<file path="src/rtl/pkt_pkg.sv">
// Shared types, header layout and ECC helper for the packet builder.
package pkt_pkg;

    localparam int unsigned ADDR_W     = 14;
    localparam int unsigned BYTE_W     = 8;
    localparam int unsigned CNT_W      = 4;
    localparam int unsigned TYPE_W     = 4;
    localparam int unsigned ECC_W      = 4;
    localparam int unsigned SOP_W      = 3;
    localparam int unsigned HDR_W      = 16;
    localparam int unsigned MEM_DATA_W = 32;

    // Header field positions within the 16-bit header word
    localparam int unsigned HDR_ECC_LSB     = 0;
    localparam int unsigned HDR_CNT_LSB     = 4;
    localparam int unsigned HDR_TYPE_LSB    = 8;
    localparam int unsigned HDR_ECC_MSB_BIT = 12;
    localparam int unsigned HDR_SOP_LSB     = 13;

    // Payload byte 0 sits right after the two header bytes
    localparam int unsigned PAYLOAD_OFS = 2;

    localparam logic [BYTE_W-1:0] CRC8_POLY = 8'h07;

    typedef enum logic [2:0] {
        ST_IDLE    = 3'd0,
        ST_HDR_LO  = 3'd1,
        ST_HDR_HI  = 3'd2,
        ST_PAYLOAD = 3'd3,
        ST_CRC_WR  = 3'd4,
        ST_DONE    = 3'd5
    } pb_state_e;

    // Packet configuration captured on the start pulse
    typedef struct packed {
        logic [ADDR_W-1:0] addr_hdr;
        logic [CNT_W-1:0]  byte_cnt;
        logic [TYPE_W-1:0] pkt_type;
        logic              inj_single;
        logic              inj_double;
        logic              inj_crc;
    } pb_cfg_t;

    typedef struct packed {
        logic             msb;
        logic [ECC_W-1:0] ecc;
    } hdr_ecc_t;

    // Hamming-style check bits plus overall parity over {pkt_type, byte_cnt}
    function automatic hdr_ecc_t pkt_ecc(input logic [BYTE_W-1:0] d);
        hdr_ecc_t r;
        r.ecc[0] = d[0] ^ d[1] ^ d[3] ^ d[4] ^ d[6];
        r.ecc[1] = d[0] ^ d[2] ^ d[3] ^ d[5] ^ d[6];
        r.ecc[2] = d[1] ^ d[2] ^ d[3] ^ d[7];
        r.ecc[3] = d[4] ^ d[5] ^ d[6] ^ d[7];
        r.msb    = ^d;
        return r;
    endfunction

endpackage

</file>
<file path="src/rtl/crc_chk_calc.sv">
// One-byte CRC8 step shared by the packet generator and checker.
module crc_chk_calc
    import pkt_pkg::*;
(
    input  logic [BYTE_W-1:0] crc_in,
    input  logic [BYTE_W-1:0] data_in,
    output logic [BYTE_W-1:0] crc_out
);

    // MSB-first shift of the byte through the CRC8 polynomial
    always_comb begin
        logic [BYTE_W-1:0] c;
        c = crc_in ^ data_in;
        for (int i = 0; i < 8; i++) begin
            if (c[BYTE_W-1]) begin
                c = {c[BYTE_W-2:0], 1'b0} ^ CRC8_POLY;
            end else begin
                c = {c[BYTE_W-2:0], 1'b0};
            end
        end
        crc_out = c;
    end

endmodule

</file>
<file path="src/rtl/pkt_builder.sv">
// Packet builder: writes an ECC-protected header, the streamed payload and
// a trailing CRC8 byte into byte-addressed memory, then pulses pb_irq.
module pkt_builder
    import pkt_pkg::*;
#(
    parameter logic [SOP_W-1:0] SOP = 3'b101
) (
    input  logic                  clk,
    input  logic                  reset,
    input  logic                  pb_start,
    input  logic [ADDR_W-1:0]     pb_addr_hdr,
    input  logic [CNT_W-1:0]      pb_byte_cnt,
    input  logic [TYPE_W-1:0]     pb_pkt_type,
    input  logic                  pb_inj_ecc_single,
    input  logic                  pb_inj_ecc_double,
    input  logic                  pb_inj_crc_err,
    input  logic                  in_valid,
    input  logic [BYTE_W-1:0]     in_data,
    output logic                  in_ready,
    output logic [ADDR_W-1:0]     mem_addr,
    output logic                  mem_we,
    output logic [MEM_DATA_W-1:0] mem_data_i,
    output logic                  pb_busy,
    output logic                  pb_irq
);

    pb_state_e         state_q, state_d;
    pb_cfg_t           cfg_q;
    logic [BYTE_W-1:0] crc_q;
    logic [BYTE_W-1:0] crc_next;
    logic [CNT_W-1:0]  idx_q;
    logic [ADDR_W-1:0] mem_addr_q;
    logic              accept_c;
    logic [BYTE_W-1:0] mem_byte_c;
    logic [CNT_W-1:0]  wr_cnt_c;
    hdr_ecc_t          ecc_c;
    logic [HDR_W-1:0]  hdr_c;

    crc_chk_calc u_crc (
        .crc_in  (crc_q),
        .data_in (in_data),
        .crc_out (crc_next)
    );

    // Header word: ECC from the true byte_cnt, injection only on the written copy
    always_comb begin
        ecc_c = pkt_ecc({cfg_q.pkt_type, cfg_q.byte_cnt});
        if (cfg_q.inj_double) begin
            wr_cnt_c = cfg_q.byte_cnt ^ 4'b0011;
        end else if (cfg_q.inj_single) begin
            wr_cnt_c = cfg_q.byte_cnt ^ 4'b0001;
        end else begin
            wr_cnt_c = cfg_q.byte_cnt;
        end
        hdr_c                              = '0;
        hdr_c[HDR_ECC_LSB +: ECC_W]        = ecc_c.ecc;
        hdr_c[HDR_CNT_LSB +: CNT_W]        = wr_cnt_c;
        hdr_c[HDR_TYPE_LSB +: TYPE_W]      = cfg_q.pkt_type;
        hdr_c[HDR_ECC_MSB_BIT]             = ecc_c.msb;
        hdr_c[HDR_SOP_LSB +: SOP_W]        = SOP;
    end

    // State register
    always_ff @(posedge clk) begin
        if (reset) begin
            state_q <= ST_IDLE;
        end else begin
            state_q <= state_d;
        end
    end

    // Next-state and per-state output decode
    always_comb begin
        state_d    = state_q;
        in_ready   = 1'b0;
        mem_we     = 1'b0;
        mem_byte_c = '0;
        pb_irq     = 1'b0;
        accept_c   = 1'b0;
        pb_busy    = (state_q != ST_IDLE);
        case (state_q)
            ST_IDLE: begin
                if (pb_start) begin
                    state_d = ST_HDR_LO;
                end
            end
            ST_HDR_LO: begin
                mem_we     = 1'b1;
                mem_byte_c = hdr_c[7:0];
                state_d    = ST_HDR_HI;
            end
            ST_HDR_HI: begin
                mem_we     = 1'b1;
                mem_byte_c = hdr_c[15:8];
                state_d    = ST_PAYLOAD;
            end
            ST_PAYLOAD: begin
                in_ready = 1'b1;
                if (in_valid) begin
                    mem_we     = 1'b1;
                    mem_byte_c = in_data;
                    accept_c   = 1'b1;
                    if (idx_q == cfg_q.byte_cnt) begin
                        state_d = ST_CRC_WR;
                    end
                end
            end
            ST_CRC_WR: begin
                mem_we     = 1'b1;
                mem_byte_c = cfg_q.inj_crc ? ~crc_q : crc_q;
                state_d    = ST_DONE;
            end
            ST_DONE: begin
                pb_irq  = 1'b1;
                state_d = ST_IDLE;
            end
            default: begin
                state_d = ST_IDLE;
            end
        endcase
    end

    // Config latch, CRC accumulator, payload index and write address pointer
    always_ff @(posedge clk) begin
        if (reset) begin
            cfg_q      <= '0;
            crc_q      <= '0;
            idx_q      <= '0;
            mem_addr_q <= '0;
        end else begin
            case (state_q)
                ST_IDLE: begin
                    if (pb_start) begin
                        cfg_q.addr_hdr   <= pb_addr_hdr;
                        cfg_q.byte_cnt   <= pb_byte_cnt;
                        cfg_q.pkt_type   <= pb_pkt_type;
                        cfg_q.inj_single <= pb_inj_ecc_single;
                        cfg_q.inj_double <= pb_inj_ecc_double;
                        cfg_q.inj_crc    <= pb_inj_crc_err;
                        crc_q            <= '0;
                        idx_q            <= '0;
                        mem_addr_q       <= pb_addr_hdr;
                    end
                end
                ST_HDR_LO: begin
                    mem_addr_q <= cfg_q.addr_hdr + ADDR_W'(1);
                end
                ST_HDR_HI: begin
                    mem_addr_q <= cfg_q.addr_hdr + ADDR_W'(PAYLOAD_OFS);
                end
                ST_PAYLOAD: begin
                    // After the last byte the pointer lands on addr_hdr+byte_cnt+3
                    if (accept_c) begin
                        crc_q      <= crc_next;
                        idx_q      <= idx_q + CNT_W'(1);
                        mem_addr_q <= mem_addr_q + ADDR_W'(1);
                    end
                end
                default: begin
                end
            endcase
        end
    end

    assign mem_addr   = mem_addr_q;
    assign mem_data_i = {{(MEM_DATA_W-BYTE_W){1'b0}}, mem_byte_c};

endmodule

</file>
<file path="config.mk">
export PLATFORM = sky130hd
export DESIGN_NAME = pkt_builder
export DESIGN_NICKNAME = d
export VERILOG_FILES = /design/src/rtl/pkt_pkg.sv /design/src/rtl/crc_chk_calc.sv /design/src/rtl/pkt_builder.sv
export SDC_FILE = /design/constraint.sdc
export NUM_CORES = 1
export LEC_CHECK = 0
export CORE_MARGIN = 2
export CORE_UTILIZATION = 40
export CTS_CLUSTER_SIZE = 20
export DETAILED_ROUTE_END_ITERATION = 6
export GPL_ROUTABILITY_DRIVEN = 0
export PLACE_DENSITY = 0.66
export RECOVER_POWER = 25
export SYNTH_ARGS = -nofsm -noshare
export SYNTH_HDL_FRONTEND = slang
export SYNTH_HIERARCHICAL = 1
export SYNTH_SLANG_ARGS = --single-unit
</file>
<file path="constraint.sdc">
create_clock -name clk -period 6.1 [get_ports clk]
set_input_delay 0.61 -clock clk [delete_from_list [all_inputs] [get_ports clk]]
set_output_delay 0.61 -clock clk [all_outputs]
set_load 0.01 [all_outputs]
</file>
==> Implementation_results.wiki, run 1 <==
{| class="wikitable"
! Metric !! Value
|-
| Final Core Density || between 40 and 50%
|-
| Root Driver || sky130_fd_sc_hd__clkbuf_8
|-
| Final Critical Period || between 4 and 5 ns
|-
| Final setup fails || 0
|-
| Crit path arrival time || 3.72 ns
|-
| All-layer global routing usage || a little over a fifth
|-
| Total Power Consumption || a little over 1000 uW
|-
| Critical path endpoint category || primary output
|-
| TritonCTS clock tree || yes
|-
| Number of clock sinks || 54
|-
| Average wire per standard cell || ~16 um
|-
| Number of antenna violations at the first check in global routing || 0
|-
| Kind of critical path || reg -> out
|-
| Cell area after synthesis || 3930 um2
|-
| Hold Vio Cnt, Final || 0
|-
| Share of async-settable or async-resettable flops after synthesis || 0%
|-
| Total CTS buffers || 5
|-
| Clock slew at reported path FFs || 0.10 ns
|-
| Commonest non-fill, non-tap cell in the layout || sky130_fd_sc_hd__nand2_1
|-
| Synth Area per Inst || 7.56 um2
|-
| Sequential area share after synthesis || 27.5%
|-
| Diode insertion count for antenna repair || 0
|-
| Gates resized, CTS repair || 0
|-
| DR top layer || met4
|-
| Number of enable-type register cells in the synthesized netlist || 0
|-
| Final layout net count || 593
|-
| Initial DRC Count || 246
|-
| Portion of synthesized cell area occupied by the leading cell type || 27.5%
|-
| Port Buffer Count || 62
|-
| Starting Density || 40.7%
|-
| Clock tree skew after final layout || ~0.013 ns
|-
| Width of the die || 103 um
|-
| Largest net degree at the start of global routing || 57
|-
| Largest buffer count on any clock path || 2
|-
| Via count of the first global-routing pass || 3645
|-
| Synth Instances || 519
|-
| Hold-fix buffers, CTS || 0
|-
| Worst voltage drop across the vdd grid || 91.8 uV
|-
| Proportion of layout cells with a drive suffix above 1 || ~4.2%
|-
| Wire length after detailed routing || approximately 11000 um
|-
| Rows || 36
|-
| Commonest non-fill, non-tap cells in the layout || 77 x sky130_fd_sc_hd__nand2_1, 54 x sky130_fd_sc_hd__dfxtp_1, 46 x sky130_fd_sc_hd__clkdlybuf4s50_1
|-
| Cell type with the largest total area after synthesis || sky130_fd_sc_hd__dfxtp_1
|-
| Global-route wire length before repair || 18000 um
|-
| Synthesis-to-layout area growth || 15.7%
|-
| Fmax achieved || 231 MHz
|-
| Die height || 103 um
|-
| Final Max Slew Viols || 0
|-
| Hold Worst Slack || roughly 0.46 ns
|-
| Routed via count || 3770
|-
| Number of nets with antenna violations after routing || 0
|-
| Length of routed wiring on met1 || 4660 um
|-
| Tightest Pin Transition || 1.08 ns
|-
| Post-route fraction of the period consumed by the critical path || 71.0%
|-
| Headroom to the max-slew limit || 27.9%
|-
| Unique masters post-synth || 55
|-
| DR vias/cell || approximately 5.5
|-
| Total die area || 10600 um2
|-
| Predominant post-synthesis flop cell || sky130_fd_sc_hd__dfxtp_1
|-
| Min-Delay Path Class || reg -> reg
|-
| Insertion delay to the later sink of the worst-skew pair || 0.32 ns
|-
| Biggest fanout along the worst timing path || 26
|-
| Ranking of synthesized cells by area || sky130_fd_sc_hd__dfxtp_1 28%, sky130_fd_sc_hd__xnor2_1 10%, sky130_fd_sc_hd__xor2_1 7.6%
|-
| Router iterations before antenna repair || 5
|-
| RSZ-0062 raised after global routing || no
|-
| Aggregate global routing overflow || 0
|-
| Synth Warn # || 6
|-
| Worst path required time || 5.49 ns
|-
| Setup TNS after final layout || 0 ns
|-
| Leakage power || about 0.0017 uW
|-
| Met3 Wirelength || ~750 um
|-
| Deepest level of the CTS H-tree || 2
|-
| Kind of launch point of the worst setup path || flip-flop
|-
| I/O pin cnt || 87
|-
| Met2 Routed Length || 5460 um
|-
| Post-route design area || ~4500 um2
|-
| Estimated wirelength of the detail-placed design || 8040 um
|-
| Total power per unit cell area || 224 nW/um2
|-
| Post-place instance area || 4460 um2
|-
| Post-synthesis register bit count || 54
|-
| DRC || 0
|-
| Run status || finished clean
|-
| Buffer count from post-CTS setup fixing || 0
|-
| Std-Cell Core Area || 9640 um2
|-
| Max-cap viol count || 0
|}
synth_stat cells (all sizes together), types with 6 or more instances:
master  number
nand4        6
mux2i        6
o22ai        6
xor2        34
clkbuf      20
dfxtp       54
nor4         7
a21oi       43
nor2        43
nand3       15
or3          6
and3         6
o21ai       17
a22oi       20
inv          7
xnor2       45
a221oi       6
nor3        21
buf         40
nand2       77
power by group:
part / switching (uW) / internal, uW
Sequential: 59.4 / 385
Combinational: 197 / 162
Clock: 121 / 92.0
Total: 377 / 639
sequential cells by signal (all words and copies together) (netlist names):
register,count
cfg_q,25
mem_addr,14
crc_q,8
idx_q,4
state_q,3
stage by stage:
stage                     std cells  setup WS [ns]
after floorplan                 542           3.91
after global placement          679           2.71
after detailed placement        679           2.58
after CTS                       687           2.23
after global routing            687           1.55
final                           687           1.77
worst max-delay path: stages, from the launching register on:
cell and delay (ns):
sky130_fd_sc_hd__dfxtp_1 0.86, sky130_fd_sc_hd__nand3b_1 0.68, sky130_fd_sc_hd__inv_2 0.42, sky130_fd_sc_hd__and2_1 0.60, sky130_fd_sc_hd__a21oi_1 0.14, sky130_fd_sc_hd__o21ai_0 0.13
sky130_fd_sc_hd__clkdlybuf4s50_1 0.57
final timing paths:
check                           from                         to  slack [ns]  cells after the start
max          state_q[0]$_SDFFE_PP0P_              mem_data_i[5]        1.77                      6
min            cfg_q[2]$_SDFFE_PP0P_      cfg_q[2]$_SDFFE_PP0P_        0.46                      2
min reg2reg    cfg_q[2]$_SDFFE_PP0P_      cfg_q[2]$_SDFFE_PP0P_        0.46                      2
max reg2reg  state_q[0]$_SDFFE_PP0P_  mem_addr[10]$_SDFFE_PP0P_        2.50                     11
metal layers:
metal | track usage (%) | vias to the layer above
li1 | - | 1815
met1 | 27.5 | 1777
met2 | 36.4 | 150
met3 | 2.85 | 28
met4 | 8.40 | 0
met5 | 0 | -
area by class of cell:
type                       count  area [um2]
fill                        1014        5100
multi-input combinational    420        2540
sequential                    54        1080
timing repair buffer          64         631
tap                          133         166
clock buffer                   7        86.3
inverter                       8        30.0
clock inverter                 1        5.00
logic make-up (layout without fill, tap and decap cells):
| logic type | after synthesis | after routing | share of synthesized area [%] |
|---|---|---|---|
| other | 1 | 24 | 0.0955 |
| flip-flops | 54 | 54 | 27.5 |
| adder cells (fa/ha/maj) | 3 | 3 | 0.956 |
| XOR/XNOR | 79 | 79 | 17.6 |
| buffers and inverters | 68 | 80 | 9.60 |
| multiplexers | 7 | 7 | 1.82 |
| AO/OA/AOI/OAI | 114 | 114 | 18.4 |
| AND/OR/NAND/NOR | 193 | 193 | 23.9 |
No activity file was read; power rests on OpenSTA's default activity.
==> run 2: changes to the inputs <==
Clock period 6.1 ns to 4.5 ns, I/O delays scaled along.
==> run 2 against run 1 <==
  * Register-to-register slack worse by 1.1 ns
  * Worst hold slack better by 0.017 ns
  * Clock power is 55% higher
  * Design area is 0.83% higher
  * Sequential share of layout area is 0.20 points lower
  * Critical path type unchanged
  * Critical endpoint unchanged
==> Implementation_results.wiki, run 2 (synthesis gave the netlist of run 1 again) <==
{| class="wikitable"
! Metric !! Value
|-
| Fmax achieved || between 200 and 300 MHz
|-
| Register Area || 1080 um2
|-
| Clock slew at reported path FFs || 0.10 ns
|-
| All-layer global routing usage || 21.2%
|-
| Origin of the critical flop-to-flop path || state_q[0]$_SDFFE_PP0P_
|-
| Routed via count || between 3000 and 4000
|-
| Initial DRC Count || between 150 and 200
|-
| I/O pin cnt || between 80 and 90
|-
| Crit path arrival time || 3.24 ns
|-
| Leakage power || 0.00174 uW
|-
| Starting Density || 40.7%
|-
| Estimated wirelength of the detail-placed design || about 8000 um
|-
| Hold Vio Cnt, Final || 0
|-
| Aggregate global routing overflow || 0
|-
| Slowest stage cell on the critical path || sky130_fd_sc_hd__dfxtp_1
|-
| Kind of launch point of the worst setup path || flip-flop
|-
| Final Critical Period || roughly 3.7 ns
|-
| Buffer count from post-CTS setup fixing || 0
|-
| Commonest non-fill, non-tap cells in the layout || 77 x sky130_fd_sc_hd__nand2_1, 54 x sky130_fd_sc_hd__dfxtp_1, 47 x sky130_fd_sc_hd__clkdlybuf4s50_1
|-
| Endpoint of the worst setup timing path || mem_data_i[5]
|-
| Hold Worst Slack || 0.475 ns
|-
| Router iterations before antenna repair || 4
|-
| Top cell family by delay on the critical path || simple AND/OR/NAND/NOR gates
|-
| Number of placed instances with taps included || 681
|-
| Post-place instance area || 4480 um2
|-
| Number of antenna violations at the first check in global routing || 0
|-
| Worst r2r path cells || 11
|-
| Width of the die || 103 um
|-
| Root Driver || sky130_fd_sc_hd__clkbuf_8
|-
| DR top layer || met4
|-
| Setup TNS after final layout || 0 ns
|-
| Area used by multi-input combinational logic || about 2500 um2
|-
| Deepest level of the CTS H-tree || 2
|-
| Synthesis-to-layout area growth || 16.6%
|-
| Flop2flop setup slack || 1.36 ns
|-
| Final Max Slew Viols || 0
|-
| Post-route non-filler standard cell count || 689
|-
| Clock tree skew after final layout || 0.0109 ns
|-
| Headroom to the max-slew limit || between 20% and 30%
|-
| Min-Delay Path Class || reg -> reg
|-
| Via count of the first global-routing pass || 3555
|-
| Critical path depth in cells || 6
|-
| Number of nets with antenna violations after routing || 0
|-
| Met2 Routed Length || 5460 um
|-
| Total CTS buffers || 5
|-
| Kind of critical path || reg -> out
|-
| Worst path required time || 4.05 ns
|-
| Hold-fix buffers, CTS || 0
|-
| Average wire per standard cell || 15.9 um
|-
| Final setup fails || 0
|-
| Gates resized, CTS repair || 0
|-
| Worst voltage drop across the vdd grid || ~140 uV
|-
| Port Buffer Count || 62
|-
| RSZ-0062 raised after global routing || no
|-
| Diode insertion count for antenna repair || 0
|-
| Largest net degree at the start of global routing || 57
|-
| Number of clock sinks || 54
|-
| Std-Cell Core Area || 9640 um2
|-
| Largest buffer count on any clock path || 2
|-
| Total buffers and inverters traversed by the critical path || 2
|-
| TritonCTS clock tree || yes
|-
| Setup crit start || state_q[0]$_SDFFE_PP0P_
|-
| Run status || finished clean
|-
| Critical path endpoint category || primary output
|-
| Proportion of layout cells with a drive suffix above 1 || around 4.3%
|-
| Slowest Stage Delay on Critical Path || 0.91 ns
|-
| Commonest non-fill, non-tap cell in the layout || sky130_fd_sc_hd__nand2_1
|-
| Final layout net count || about 600
|-
| Tightest Pin Transition || 1.08 ns
|-
| Reg2Reg Capture Point || mem_addr[10]$_SDFFE_PP0P_
|-
| Length of routed wiring on met1 || 4730 um
|-
| Total die area || 10600 um2
|-
| Global-route wire length before repair || 17700 um
|-
| Number of flip-flops under the largest register name || 25
|-
| Post-route fraction of the period consumed by the critical path || around 82%
|-
| Die height || 103 um
|-
| Rows || 36
|-
| Biggest fanout along the worst timing path || 26
|-
| Cells along the critical path || nand3b_4, inv_2, and2_1, a21oi_1, o21ai_0, clkdlybuf4s50_1
|-
| Fillcell total || 1022
|-
| DR vias/cell || 5.39
|-
| Post-route design area || roughly 4600 um2
|-
| Register ranked first by flip-flop count || cfg_q
|-
| Total power per unit cell area || 310 nW/um2
|-
| Wire length after detailed routing || ~11000 um
|-
| Met3 Wirelength || 611 um
|-
| Insertion delay to the later sink of the worst-skew pair || 0.31 ns
|-
| Max-cap viol count || 0
|-
| DRC || 0
|}
run 2: cell count changes in the layout (fill, tap and decap cells not counted), sizes merged:
cell / delta
buf: +2
bufinv: +1
clkdlybuf4s50: +1
clkinv: -1
dlygate4sd3: -1
run 2: area by class of cell:
type / instances / share of cell area [%]
repair buffers: 66 / 14.1
inverters: 8 / 0.656
multi-input cells: 420 / 55.7
clock buffers: 7 / 1.67
clock inverters: 1 / 0.656
well taps: 133 / 3.63
flip-flops and latches: 54 / 23.6
run 2: worst min-delay path by stage:
stage | startpoint | slack, ns | depth (start not counted) | end
floorplan | cfg_q[2]$_SDFFE_PP0P_ | 0.44 | 2 | cfg_q[2]$_SDFFE_PP0P_
global placement | cfg_q[2]$_SDFFE_PP0P_ | 0.45 | 2 | cfg_q[2]$_SDFFE_PP0P_
detailed placement | cfg_q[2]$_SDFFE_PP0P_ | 0.46 | 2 | cfg_q[2]$_SDFFE_PP0P_
CTS | cfg_q[2]$_SDFFE_PP0P_ | 0.48 | 2 | cfg_q[2]$_SDFFE_PP0P_
global route | cfg_q[2]$_SDFFE_PP0P_ | 0.50 | 2 | cfg_q[2]$_SDFFE_PP0P_
finish | cfg_q[2]$_SDFFE_PP0P_ | 0.48 | 2 | cfg_q[2]$_SDFFE_PP0P_
run 2: metal layers:
layer	track usage (%)	up-vias
li1	-	1821
met3	3.46	18
met2	37.4	116
met1	26.6	1760
met5	0	-
met4	5.77	0
run 2: report_power, final:
group          total, uW  switching [uW]  leakage [uW]  internal, uW
clock network        331             164     0.0000524           167
registers            601            79.1      0.000442           522
logic                490             268       0.00124           222
total               1420             510       0.00174           911
run 2: tightest hold or removal path, stage by stage (launching register included):
cell,delay (ns)
sky130_fd_sc_hd__dfxtp_1,0.32
sky130_fd_sc_hd__nand2_1,0.06
sky130_fd_sc_hd__a21oi_1,0.06
run 2: stage by stage:
| step | utilization [%] | setup slack (ns) | total power, uW |
|---|---|---|---|
| after detailed placement | 46.4 | 1.17 | 1110 |
| after global placement | 46.4 | 1.26 | 1100 |
| after global routing | 47.5 | 0.616 | 1510 |
| after CTS | 47.5 | 0.826 | 1440 |
| final | 47.5 | 0.806 | 1420 |
| after floorplan | - | 2.31 | 931 |
==> run 3: changes to the inputs <==
Settings changed: PLACE_DENSITY 0.66 to 0.68.
Clock period 4.5 ns to 3.2 ns, I/O delays scaled along.
==> run 3 against run 2 <==
  * Sequential share of layout area shrank 0.15 points
  * Wire length grew 0.30%
  * Register-to-register slack lost 0.98 ns
  * Clock skew grew 0.0042 ns
  * Sequential power grew 40%
  * Total power grew 37%
  * Count of clock-buffer cells in the layout shrank 1
  * Largest cell class unchanged
  * Highest routed layer unchanged
==> Implementation_results.wiki, run 3 (synthesis gave the netlist of run 1 again) <==
{| class="wikitable"
! Metric !! Value
|-
| Tightest Pin Transition || 0.802 ns
|-
| RSZ-0062 raised after global routing || no
|-
| Final Max Slew Viols || 0
|-
| Number of nets with antenna violations after routing || 0
|-
| GR Layer Usage met1 || 26.5%
|-
| Hold Worst Slack || 0.466 ns
|-
| Port Buffer Count || 62
|-
| Combinational share of power || 35.8%
|-
| Crit path arrival time || 2.64 ns
|-
| Buffer count from post-CTS setup fixing || 0
|-
| Cell internal pwr || 1230 uW
|-
| Die height || 103 um
|-
| Register Area || roughly 1100 um2
|-
| Worst path required time || 2.88 ns
|-
| Clock power frac || 21.2%
|-
| Final layout net count || 601
|-
| Min-Delay Path Class || reg -> reg
|-
| Total net switching power || 725 uW
|-
| Register share of total power || 43.0%
|-
| Deepest level of the CTS H-tree || 2
|-
| DRC || 0
|-
| Global-route wire length before repair || 17900 um
|-
| Switching share of power || 37.1%
|-
| Wire length after detailed routing || roughly 11000 um
|-
| Estimated wirelength of the detail-placed design || between 8000 and 9000 um
|-
| Fmax achieved || roughly 340 MHz
|-
| Leakage power || 0.00176 uW
|-
| Router iterations before antenna repair || 6
|-
| Post-place instance area || between 4000 and 5000 um2
|-
| Worst voltage drop across the vdd grid || 189 uV
|-
| Number of antenna violations at the first check in global routing || 0
|-
| Max-cap viol count || 0
|-
| Fillcell total || just under 1000
|-
| Commonest non-fill, non-tap cells in the layout || 77 x sky130_fd_sc_hd__nand2_1, 54 x sky130_fd_sc_hd__dfxtp_1, 47 x sky130_fd_sc_hd__clkdlybuf4s50_1
|-
| Headroom to the max-slew limit || a little under half
|-
| Number of flip-flops under the largest register name || 25
|-
| Total CTS buffers || 5
|-
| Biggest fanout along the worst timing path || 17
|-
| Largest net degree at the start of global routing || 34
|-
| Insertion delay to the later sink of the worst-skew pair || 0.32 ns
|-
| Via count of the first global-routing pass || ~3700
|-
| Final Critical Period || approximately 3.0 ns
|-
| TritonCTS clock tree || yes
|-
| DR vias/cell || ~5.5
|-
| Std-Cell Core Area || 9640 um2
|-
| Total power per unit cell area || ~420 nW/um2
|-
| Rows || 36
|-
| Post-route fraction of the period consumed by the critical path || 92.6%
|-
| Critical path endpoint category || primary output
|-
| Number of clock sinks || 54
|-
| All-layer global routing usage || 21.1%
|-
| Busiest metal layer after global routing || met2
|-
| Run status || finished clean
|-
| Hold Vio Cnt, Final || 0
|-
| Aggregate global routing overflow || 0
|-
| Root Driver || sky130_fd_sc_hd__clkbuf_8
|-
| Area used by multi-input combinational logic || 2550 um2
|-
| Largest buffer count on any clock path || 2
|-
| Proportion of layout cells with a drive suffix above 1 || between 5 and 6%
|-
| Kind of launch point of the worst setup path || flip-flop
|-
| Initial DRC Count || 176
|-
| Gates resized, CTS repair || 0
|-
| Average wire per standard cell || 15.8 um
|-
| Total die area || 10600 um2
|-
| Met3 track demand over resource || 2.92%
|-
| Flop2flop setup slack || between 0.3 and 0.4 ns
|-
| Commonest non-fill, non-tap cell in the layout || sky130_fd_sc_hd__nand2_1
|-
| Final setup fails || 0
|-
| Register ranked first by flip-flop count || cfg_q
|-
| Starting Density || between 40% and 50%
|-
| Clock slew at reported path FFs || 0.10 ns
|-
| Synthesis-to-layout area growth || 17.4%
|-
| Clock tree skew after final layout || approximately 0.015 ns
|-
| Met2 Track Usage GR || 38.1%
|-
| Post-route design area || 4610 um2
|-
| I/O pin cnt || 87
|-
| Diode insertion count for antenna repair || 0
|-
| Hold-fix buffers, CTS || 0
|-
| Setup TNS after final layout || 0 ns
|-
| Kind of critical path || reg -> out
|-
| Routed via count || 3803
|-
| Width of the die || 103 um
|}
==> run 3: worst paths after layout <==
path / startpoint / endpoint / depth (start not counted)
setup / recovery: state_q[2]$_SDFFE_PP0P_ / mem_data_i[5] / 5
hold / removal: cfg_q[2]$_SDFFE_PP0P_ / cfg_q[2]$_SDFFE_PP0P_ / 2
hold reg to reg: cfg_q[2]$_SDFFE_PP0P_ / cfg_q[2]$_SDFFE_PP0P_ / 2
setup reg to reg: state_q[1]$_SDFFE_PP0P_ / mem_addr[13]$_SDFFE_PP0P_ / 6
==> run 3: area by class of cell <==
| type | instances | share of cell area [%] |
|---|---|---|
| timing repair buffer | 72 | 14.9 |
| clock buffer | 6 | 1.79 |
| clock inverter | 2 | 0.272 |
| multi-input combinational | 420 | 55.3 |
| tap | 133 | 3.61 |
| sequential | 54 | 23.5 |
| inverter | 8 | 0.652 |
==> run 3: power groups by stage <==
stage	clock network (uW)	registers (uW)	logic (uW)
floorplan	0	818	490
global placement	0	854	694
detailed placement	0	856	703
CTS	422	840	707
global route	442	852	765
finish	414	840	699
==> run 3: routing by layer <==
metal  share of wire (%)  vias up
met5                   0        -
met3                 5.6       10
met1                  43     1816
li1                    -     1832
met2                  51      145
met4                0.88        0
==> run 3: critical path: stages, from the launching register on <==
cell                              delay [ns]
sky130_fd_sc_hd__dfxtp_1                0.66
sky130_fd_sc_hd__clkinv_1               0.38
sky130_fd_sc_hd__nor2_1                 0.31
sky130_fd_sc_hd__a22oi_1                0.13
sky130_fd_sc_hd__o21ai_0                0.26
sky130_fd_sc_hd__clkdlybuf4s50_1        0.59
==> run 3: metrics by stage <==
stage	util [%]	total power [uW]	instances	setup slack, ns
after floorplan	-	1310	542	1.01
after global placement	46.9	1550	687	0.740
after detailed placement	46.9	1560	687	0.556
after CTS	47.9	1970	695	0.308
after global routing	47.8	2060	695	0.0381
final	47.8	1950	695	0.237
